**src/rtl/ltc2308_pkg.sv**
```systemverilog
// ============================================================================
//  Module   : ltc2308_pkg
//  Purpose  : Shared types and constants for the LTC2308 sequencing controller
//  Revision : 1.0
// ============================================================================
`default_nettype none

package ltc2308_pkg;

    typedef enum logic [2:0] {
        ST_IDLE      = 3'd0,
        ST_CONV_HI   = 3'd1,
        ST_CONV_WAIT = 3'd2,
        ST_SHIFT     = 3'd3,
        ST_GAP       = 3'd4
    } state_t;

    localparam int NUM_BITS = 12;
    localparam int CFG_BITS = 6;

    // Bit positions inside the 6-bit config word, MSB shifted first
    localparam int CFG_SD  = 5;
    localparam int CFG_OS  = 4;
    localparam int CFG_S1  = 3;
    localparam int CFG_S0  = 2;
    localparam int CFG_UNI = 1;
    localparam int CFG_SLP = 0;

    function automatic logic [CFG_BITS-1:0] make_cfg(input logic [2:0] ch, input logic uni);
        logic [CFG_BITS-1:0] c;
        c          = '0;
        c[CFG_SD]  = 1'b1;
        c[CFG_OS]  = ch[0];
        c[CFG_S1]  = ch[2];
        c[CFG_S0]  = ch[1];
        c[CFG_UNI] = uni;
        c[CFG_SLP] = 1'b0;
        return c;
    endfunction

endpackage

`default_nettype wire

```
**src/rtl/ltc2308_ctrl_rr_pick.sv**
```systemverilog
// ============================================================================
//  Module   : ltc2308_ctrl_rr_pick
//  Purpose  : Round-robin channel picker (lowest set mask bit above cur, wrapping)
//  Revision : 1.0
// ============================================================================
`default_nettype none

module ltc2308_ctrl_rr_pick (
    input  logic [7:0] i_mask,
    input  logic [2:0] i_cur,
    input  logic       i_first,
    output logic [2:0] o_next
);

    logic       w_found;
    logic [2:0] w_idx;

    // Offsets 1..8 from cur; offset 8 wraps back onto cur itself
    always_comb begin
        o_next  = 3'd0;
        w_found = 1'b0;
        w_idx   = 3'd0;
        for (int i = 1; i <= 8; i++) begin
            w_idx = i_first ? 3'(i - 1) : (i_cur + 3'(i));
            if (!w_found && i_mask[w_idx]) begin
                o_next  = w_idx;
                w_found = 1'b1;
            end
        end
    end

endmodule

`default_nettype wire

```
**src/rtl/ltc2308_ctrl.sv**
```systemverilog
// ============================================================================
//  Module   : ltc2308_ctrl
//  Purpose  : LTC2308 frame sequencer: CONVST/SCK/SDI drive, SDO capture, tagged results
//  Revision : 1.0
// ============================================================================
`default_nettype none

module ltc2308_ctrl
    import ltc2308_pkg::*;
#(
    parameter int CONVST_HI_CYC = 1,
    parameter int CONV_CYC      = 80,
    parameter int SCK_HALF_CYC  = 1,
    parameter int CYCLE_CYC     = 110
) (
    input  logic        clk,
    input  logic        rst_n,
    input  logic        i_enable,
    input  logic [7:0]  i_ch_mask,
    input  logic        i_uni,
    output logic        o_adc_convst,
    output logic        o_adc_sck,
    output logic        o_adc_sdi,
    input  logic        i_adc_sdo,
    output logic        o_busy,
    output logic        o_result_valid,
    output logic [11:0] o_result_data,
    output logic [2:0]  o_result_ch
);

    localparam int CNT_W  = $clog2(CYCLE_CYC + 1);
    localparam int HALF_W = $clog2(SCK_HALF_CYC + 1);

    state_t                r_state;
    state_t                w_state_nxt;
    logic [CNT_W-1:0]      r_frame_cnt;
    logic [HALF_W-1:0]     r_half;
    logic                  r_phase;
    logic [3:0]            r_bit;
    logic [CFG_BITS-1:0]   r_cfg;
    logic [NUM_BITS-2:0]   r_sdi_sh;
    logic [NUM_BITS-1:0]   r_sdo_sh;
    logic [2:0]            r_cur_ch;
    logic [2:0]            r_prev_ch;
    logic                  r_prev_valid;
    logic                  r_deliver;
    logic                  r_convst;
    logic                  r_sck;
    logic                  r_sdi;
    logic                  r_busy;
    logic                  r_valid;
    logic [11:0]           r_data;
    logic [2:0]            r_res_ch;

    logic                  w_go;
    logic                  w_frame_start;
    logic                  w_shift_start;
    logic                  w_half_end;
    logic                  w_last_bit;
    logic [2:0]            w_next_ch;

    ltc2308_ctrl_rr_pick u_rr_pick (
        .i_mask  (i_ch_mask),
        .i_cur   (r_prev_ch),
        .i_first (r_state == ST_IDLE),
        .o_next  (w_next_ch)
    );

    assign w_go          = i_enable && (i_ch_mask != 8'd0);
    assign w_half_end    = (r_half == HALF_W'(SCK_HALF_CYC - 1));
    assign w_last_bit    = (r_bit == 4'(NUM_BITS - 1));
    assign w_shift_start = (r_state == ST_CONV_WAIT) && (r_frame_cnt == CNT_W'(CONV_CYC));

    always_ff @(posedge clk or negedge rst_n) begin
        if (!rst_n) begin
            r_state <= ST_IDLE;
        end else begin
            r_state <= w_state_nxt;
        end
    end

    always_comb begin
        w_state_nxt   = r_state;
        w_frame_start = 1'b0;
        case (r_state)
            ST_IDLE: begin
                if (w_go) begin
                    w_state_nxt   = ST_CONV_HI;
                    w_frame_start = 1'b1;
                end
            end
            ST_CONV_HI: begin
                if (r_frame_cnt == CNT_W'(CONVST_HI_CYC - 1)) begin
                    w_state_nxt = ST_CONV_WAIT;
                end
            end
            ST_CONV_WAIT: begin
                if (w_shift_start) begin
                    w_state_nxt = ST_SHIFT;
                end
            end
            ST_SHIFT: begin
                if (r_phase && w_half_end && w_last_bit) begin
                    w_state_nxt = ST_GAP;
                end
            end
            ST_GAP: begin
                if (r_frame_cnt == CNT_W'(CYCLE_CYC - 1)) begin
                    if (w_go) begin
                        w_state_nxt   = ST_CONV_HI;
                        w_frame_start = 1'b1;
                    end else begin
                        w_state_nxt = ST_IDLE;
                    end
                end
            end
            default: begin
                w_state_nxt = ST_IDLE;
            end
        endcase
    end

    always_ff @(posedge clk or negedge rst_n) begin
        if (!rst_n) begin
            r_frame_cnt  <= '0;
            r_half       <= '0;
            r_phase      <= 1'b0;
            r_bit        <= 4'd0;
            r_cfg        <= '0;
            r_sdi_sh     <= '0;
            r_sdo_sh     <= '0;
            r_cur_ch     <= 3'd0;
            r_prev_ch    <= 3'd0;
            r_prev_valid <= 1'b0;
            r_deliver    <= 1'b0;
            r_convst     <= 1'b0;
            r_sck        <= 1'b0;
            r_sdi        <= 1'b0;
            r_busy       <= 1'b0;
            r_valid      <= 1'b0;
            r_data       <= 12'd0;
            r_res_ch     <= 3'd0;
        end else begin
            r_convst <= (w_state_nxt == ST_CONV_HI);
            r_busy   <= (w_state_nxt != ST_IDLE);
            r_valid  <= 1'b0;

            if (w_frame_start) begin
                r_frame_cnt <= '0;
                r_cur_ch    <= w_next_ch;
                r_cfg       <= make_cfg(w_next_ch, i_uni);
            end else if (r_state != ST_IDLE) begin
                r_frame_cnt <= r_frame_cnt + CNT_W'(1);
            end

            if (w_shift_start) begin
                r_half   <= '0;
                r_phase  <= 1'b0;
                r_bit    <= 4'd0;
                r_sck    <= 1'b0;
                r_sdi    <= r_cfg[CFG_BITS-1];
                r_sdi_sh <= {r_cfg[CFG_BITS-2:0], {(NUM_BITS - CFG_BITS){1'b0}}};
            end else if (r_state == ST_SHIFT) begin
                if (!w_half_end) begin
                    r_half <= r_half + HALF_W'(1);
                end else begin
                    r_half <= '0;
                    if (!r_phase) begin
                        r_phase  <= 1'b1;
                        r_sck    <= 1'b1;
                        r_sdo_sh <= {r_sdo_sh[NUM_BITS-2:0], i_adc_sdo};
                    end else begin
                        r_phase <= 1'b0;
                        r_sck   <= 1'b0;
                        if (w_last_bit) begin
                            r_sdi     <= 1'b0;
                            r_deliver <= 1'b1;
                        end else begin
                            r_bit    <= r_bit + 4'd1;
                            r_sdi    <= r_sdi_sh[NUM_BITS-2];
                            r_sdi_sh <= {r_sdi_sh[NUM_BITS-3:0], 1'b0};
                        end
                    end
                end
            end

            // Data shifted in this frame answers the config sent in the previous one
            if (r_deliver) begin
                r_deliver <= 1'b0;
                if (r_prev_valid) begin
                    r_valid  <= 1'b1;
                    r_data   <= r_sdo_sh;
                    r_res_ch <= r_prev_ch;
                end
                r_prev_ch    <= r_cur_ch;
                r_prev_valid <= 1'b1;
            end

            if ((r_state == ST_GAP) && (w_state_nxt == ST_IDLE)) begin
                r_prev_valid <= 1'b0;
            end
        end
    end

    assign o_adc_convst   = r_convst;
    assign o_adc_sck      = r_sck;
    assign o_adc_sdi      = r_sdi;
    assign o_busy         = r_busy;
    assign o_result_valid = r_valid;
    assign o_result_data  = r_data;
    assign o_result_ch    = r_res_ch;

endmodule

`default_nettype wire

```
**config.mk**
```make
export PLATFORM = sky130hd
export DESIGN_NAME = ltc2308_ctrl
export DESIGN_NICKNAME = d
export VERILOG_FILES = /design/src/rtl/ltc2308_pkg.sv /design/src/rtl/ltc2308_ctrl_rr_pick.sv /design/src/rtl/ltc2308_ctrl.sv
export SDC_FILE = /design/constraint.sdc
export NUM_CORES = 1
export LEC_CHECK = 0
export ABC_AREA = 0
export CELL_PAD_IN_SITES_DETAIL_PLACEMENT = 0
export CELL_PAD_IN_SITES_GLOBAL_PLACEMENT = 2
export CORE_MARGIN = 4
export CORE_UTILIZATION = 44
export CTS_BUF_LIST = sky130_fd_sc_hd__clkbuf_2 sky130_fd_sc_hd__clkbuf_4 sky130_fd_sc_hd__clkbuf_8
export CTS_CLUSTER_SIZE = 30
export DETAILED_ROUTE_END_ITERATION = 10
export DONT_BUFFER_PORTS = 1
export PLACE_DENSITY = 0.87
export SETUP_SLACK_MARGIN = 0.4
export SYNTH_ARGS = -nofsm -noshare
export SYNTH_HDL_FRONTEND = slang
export SYNTH_HIERARCHICAL = 1
export SYNTH_SLANG_ARGS = --single-unit
```
**constraint.sdc**
```tcl
create_clock -name clk -period 4 [get_ports clk]
set_clock_uncertainty 0.1 [all_clocks]
set_input_delay 1 -clock clk [delete_from_list [all_inputs] [get_ports clk]]
set_output_delay 1 -clock clk [all_outputs]
set_load 0.02 [all_outputs]
```
Yosys cells after proc, flatten, opt, wreduce, memory -nomap -nowiden
Index checks and enable logic that the tools add are counted.
- register bits: 71
- input port bits: 13
- output and inout bits: 20
- logic and storage cells: 166
- add/sub/neg operators: 10
- order comparisons: 8
- eq/ne operators: 10
- multiplexer cells: 83
- bitwise logic cells: 3
- reduce and logical (&&, ||, !) cells: 34
- operators by type and width (kind ; number):
    3-bit 2-to-1 mux ; 21
    11-bit 2-to-1 mux ; 5
    1-bit 2-to-1 mux ; 40
    3-bit by 4-bit less-than comparator with 1-bit output (second input constant) ; 8
    1-bit binary-select mux with 3-bit select ; 8
    4-bit 2-to-1 mux ; 5
    3-bit one-hot mux with 5 select lines ; 1
    7-bit equality test (second input constant) ; 2
    7-bit 2-to-1 mux ; 2
    3-bit adder (second input constant) ; 4
    1-bit logical AND ; 12
    4-bit AND reduction ; 2
    2-bit nonzero test ; 4
    8-bit nonzero test ; 1
    7-bit by 1-bit adder with 7-bit output (second input constant) ; 1
    1-bit logical NOT ; 7
    7-bit logical NOT ; 1
    3-bit by 2-bit adder with 3-bit output (second input constant) ; 2
    3-bit by 1-bit equality test with 1-bit output (second input constant) ; 2
    3-bit by 2-bit equality test with 1-bit output (second input constant) ; 2
    3-bit logical NOT ; 2
    3-bit nonzero test ; 2
    4-bit by 1-bit adder with 4-bit output (second input constant) ; 1
    4-bit equality test (second input constant) ; 1
    9 further kinds ; 12

Logic depth before layout (Yosys ltp)
- word-level depth: 26
- depth in mapped cells: 13

Hierarchy
Netlist, hierarchy kept.
- by module, submodules not included (module ; instances ; cells each ; area each (um2)):
    ltc2308_ctrl ; 1 ; 204 ; 2606.2
    ltc2308_ctrl_rr_pick ; 1 ; 120 ; 918.4

Worst setup path after synthesis
Ideal clock, no wire load.
- kind: register to register
- start: register r_state[2]
- end: register r_cfg[3]
- setup time: 0.127 ns
- arrival: 3.153 ns
- required time: 3.773 ns
- path slack: 0.620 ns
- cell stages (with the launch flop): 14
- buffers on the path: 3
- period minus slack after synthesis: 3.380 ns
- cells stage by stage: dfrtp_1 clkbuf_1 or3_1 inv_2 buf_6 or2_1 buf_6 mux2_4 mux4_2 nand3b_4 nor2_4 nand2_2 o32a_1 mux2_1
- longest elaborated chain between the ends: 26
- elaborated cells between the ends (all ways): 56
- RTL lines (what ; RTL line ; text):
    start: declaration ; ltc2308_ctrl.sv:34 ; state_t r_state;
    start signal: assignment ; ltc2308_ctrl.sv:78 ; r_state <= w_state_nxt;
    3-bit logical NOT * ; ltc2308_ctrl.sv:65 ; .i_first (r_state == ST_IDLE),
    3-bit 2-to-1 mux ; ltc2308_ctrl_rr_pick.sv:24 ; w_idx = i_first ? 3'(i - 1) : (i_cur + 3'(i));
    1-bit binary-select mux with 3-bit select ; ltc2308_ctrl_rr_pick.sv:25 ; if (!w_found && i_mask[w_idx]) begin
    1-bit 2-to-1 mux (implied by the code) ; ltc2308_ctrl_rr_pick.sv:25 ;
    1-bit 2-to-1 mux ; ltc2308_ctrl_rr_pick.sv:25 ;
    1-bit logical NOT ; ltc2308_ctrl_rr_pick.sv:25 ;
    1-bit logical AND ; ltc2308_ctrl_rr_pick.sv:25 ;
    1-bit 2-to-1 mux ; ltc2308_ctrl_rr_pick.sv:25 ;
    [... 11 more ...] ; -- ;
    1-bit 2-to-1 mux ; ltc2308_ctrl_rr_pick.sv:25 ;
    1-bit logical NOT ; ltc2308_ctrl_rr_pick.sv:25 ;
    1-bit logical AND ; ltc2308_ctrl_rr_pick.sv:25 ;
    1-bit 2-to-1 mux ; ltc2308_ctrl_rr_pick.sv:25 ;
    1-bit logical NOT ; ltc2308_ctrl_rr_pick.sv:25 ;
    1-bit logical AND ; ltc2308_ctrl_rr_pick.sv:25 ;
    3-bit 2-to-1 mux * ; ltc2308_ctrl_rr_pick.sv:25 ;
    named net w_next_ch[2] ; ltc2308_ctrl.sv:60 ; logic [2:0] w_next_ch;
    end signal: assignment ; ltc2308_ctrl.sv:151 ; r_cfg <= make_cfg(w_next_ch, i_uni);
    end: declaration ; ltc2308_ctrl.sv:40 ; logic [CFG_BITS-1:0] r_cfg;
The timed path passes the listed nets; every way through them passes the cells marked *. The select of a mux whose other input is x is not followed.
A chain may end at the register's enable or synchronous reset.

Worst setup path after layout
Ends and elaborated chain as after synthesis.

==> flow_summary.yaml <==
clock_network:
  tritoncts.num_buffers: 9
  clkSinkCount: 60
  tritoncts: "built"
  total_number_of_h_tree_levels: 3
  post-cts-setup-buffers: 0
  worst_setup_hold_path_clk_slew_ns: 0.08
  clock_tree.buffer_depth: 2
  clock_root_buffer: "sky130_fd_sc_hd__clkbuf_8"
  worstSkewPairLatency_ns: 0.34
logic_synthesis:
  synth-edff-count: 0
  post_synth_num_cell_types: 64
  synth_warnings: 6
  postSynth.topFlopCell: "sky130_fd_sc_hd__dfrtp_1"
  ys_async_sr_fraction_pct: 100
  syn_area_um2: 3520
  postSynthNetCount: 343
  post_synth.cell_area_avg_um2: 10.9
  flip_flop_and_latch_count_after_synthesis: 60
  synth_sequential_area_ratio_pct: 42.6
  syn-instance-count: 324
placement:
  place_inst: 414
  place_worst_setup_slack_ns: 0.451
  gp_congestion: 0.930
  dp_hpwl_mm: 5.27
  portBuffers: 0
timing:
  finalSetupTns_ns: 0
  hold_violations: 0
  relSlewSlack_pct: 34.5
  tightest_slew_ns: 0.979
  drv_slew: 0
  finalCritPeriodShare_pct: 85.7
  post-route-worst-setup-slack_ns: 0.570
  min_period_ns: 3.43
  rsz0062_at_grt: "false"
  finalSetupViolations: 0
  highest_clock_frequency_the_design_can_meet_mhz: 292
floorplanning:
  num_io_pins: 33
  initial_core_utilization_pct: 45.4
  core_region_area_um2: 7770
  dieArea_um2: 9510
  die_h_um: 97.5
  die_w_um: 97.5
  std_cell_rows: 32
critical_path:
  critical-path-max-stage-delay_ns: 0.58
  crit_path_max_fanout: 19
  critical_path.cell_chain: "or3_1 > inv_2 > buf_4 > or2_2 > mux4_2 > nand3b_4 > nor2_4 > nand2_2 > o32a_1 > mux2_1"
  endpoint_kind_of_the_worst_setup_timing_path: "register"
  crit_arrival_ns: 3.56
  setup.worst_path.class: "reg2reg"
  startpoint_type: "register"
  highest_delay_cell_along_the_critical_path: "sky130_fd_sc_hd__mux4_2"
  worst_ep_required_time_ns: 4.13
layout:
  mostFrequentLayoutCell: "sky130_fd_sc_hd__dfrtp_1"
  fillerInstances: 736
  post_route_cells_drive_above_1_share_pct: 23.5
  utilization_pct: 48.5
  multi_input_area_um2: 1900
  syn_to_final_growth_pct: 6.96
  layout_common_cells: "60 x sky130_fd_sc_hd__dfrtp_1, 27 x sky130_fd_sc_hd__nor2_1, 27 x sky130_fd_sc_hd__nand2_1, 27 x sky130_fd_sc_hd__mux2_2, 10 x sky130_fd_sc_hd__mux2i_1"
  final-seq-area_um2: 1500
  design.final.nets: 342
  layoutNonFillerInstCount: 430
  antenna-diode-count: 0
power_and_ir_drop:
  static-leakage-power_uw: 0.00169
  power.total_uw: 1130
  seqPwrFrac_pct: 53.5
  p_sw_uw: 279
  part_of_the_power_in_combinational_logic_pct: 3.7
  power-per-cell-area_nw_per_um2: 301
  switching_share_pct: 24.6
  clock_power_share_pct: 42.8
  p_int_uw: 854
  vdd_drop_max_v: 0.000204
detailed_routing:
  drt_wirelength_mm: 7.18
  drt_first_iter_violations: 174
  vias: 2483
  detail_route.vias_per_cell: 5.77
  drt_pre_antenna_iters: 6
  detail_route.wl_per_cell_um: 16.7
  detailed_route_drc_error_count: 0
  ant_nets_after_route: 0
grt:
  grt_pass1_vias: 2377
  grt_use_total_pct: 16.0
  global_route.overflow_total: 0
  initial_antenna_violation_count: 0
  grt_start_max_net_pins: 61
  grt_pass1_wl_mm: 12.3
job:
  drv.max_cap_violation_count: 0
run_status:
  run_status: "finished, final reports clean"
hold_path:
  hold_path.class: "in2async"
-- synthesized netlist by cell type (all sizes together), types with 7 or more instances --
| cell type | n | share of area (%) |
|---|---|---|
| a21oi | 13 | 2.3 |
| buf | 7 | 1.7 |
| clkbuf | 8 | 0.85 |
| dfrtp | 60 | 43 |
| inv | 9 | 0.96 |
| mux2 | 39 | 13 |
| mux2i | 10 | 2.8 |
| nand2 | 28 | 3.1 |
| nor2 | 32 | 3.9 |
| xnor2 | 7 | 1.7 |
-- worst paths after layout --
| check | start | end | slack [ns] | cells after the start |
|---|---|---|---|---|
| max | r_state[2]$_DFF_PN0_ | r_cfg[3]$_DFFE_PN0P_ | 0.57 | 10 |
| min | rst_n | o_result_data[6]$_DFFE_PN0P_ | 0.24 | 0 |
| max reg2reg | r_state[2]$_DFF_PN0_ | r_cfg[3]$_DFFE_PN0P_ | 0.57 | 10 |
| min reg2reg | r_cfg[5]$_DFFE_PN0P_ | r_cfg[5]$_DFFE_PN0P_ | 0.37 | 1 |
| max in group asynchronous | rst_n | r_frame_cnt[0]$_DFFE_PN0P_ | 3.46 | 0 |
| min in group clk | r_cfg[5]$_DFFE_PN0P_ | r_cfg[5]$_DFFE_PN0P_ | 0.37 | 1 |
-- per-stage QoR --
step	hold WS (ns)	instance area (um2)
CTS	0.226	3760
global placement	0.349	3580
finish	0.237	3770
floorplan	0.334	3520
global route	0.210	3770
detailed placement	0.353	3580
-- cells by family after synthesis --
logic type	Yosys count	share of synthesized area, %
AO/OA/AOI/OAI	61	12.5
XOR/XNOR	12	2.98
flip-flops	60	42.6
multiplexers	55	19.5
buffers and inverters	25	3.62
AND/OR/NAND/NOR	105	16.7
adder cells (fa/ha/maj)	6	2.13
-- state kept, by name, indices dropped and copies added (netlist names) --
name            count
o_result_ch         3
r_prev_valid        1
r_sdo_sh           12
r_bit               4
r_cur_ch            2
o_busy              1
r_state             3
o_adc_sdi           1
r_prev_ch           3
o_result_valid      1
o_adc_sck           1
r_deliver           1
o_result_data      12
r_cfg               3
r_frame_cnt         7
o_adc_convst        1
r_sdi_sh            4
-- area by class of cell --
type / instances / share of cell area (%)
repair buffers: 3 / 0.597
clock inverters: 7 / 1.39
flip-flops and latches: 60 / 39.8
multi-input cells: 239 / 50.5
inverters: 10 / 0.996
well taps: 102 / 3.39
clock buffers: 9 / 3.29
-- worst max-delay path, delay by kind of cell, from the launching register on --
family          cells  cell delay [ns]
compound gates      1             0.28
simple gates        5             1.17
mux                 2             0.88
flops               1             0.47
buf+inv             2             0.42
-- what timing repair did --
| item | in CTS | in global routing |
|---|---|---|
| hold endpoints to repair | 0 | 0 |
| setup endpoints to repair | 0 | 2 |
| gates resized for setup | 0 | 3 |
| hold buffers | 0 | 0 |
-- power by group through the flow --
stage	combinational [uW]	clock [uW]	sequential, uW
after floorplan	33.9	0	618
after global placement	41.9	0	618
after detailed placement	40.7	0	618
after CTS	41.0	501	606
after global routing	45.0	536	606
final	41.7	485	606
-- layer usage --
| metal | share of wire (%) | routed length [um] | GRT usage (%) |
|---|---|---|---|
| met1 | 46 | 3270 | 21.6 |
| met2 | 47 | 3400 | 24.0 |
| met3 | 5.7 | 406 | 5.96 |
| met4 | 1.4 | 101 | 4.69 |
| met5 | 0 | 0 | 0 |
(Power assumes the default switching activity.)
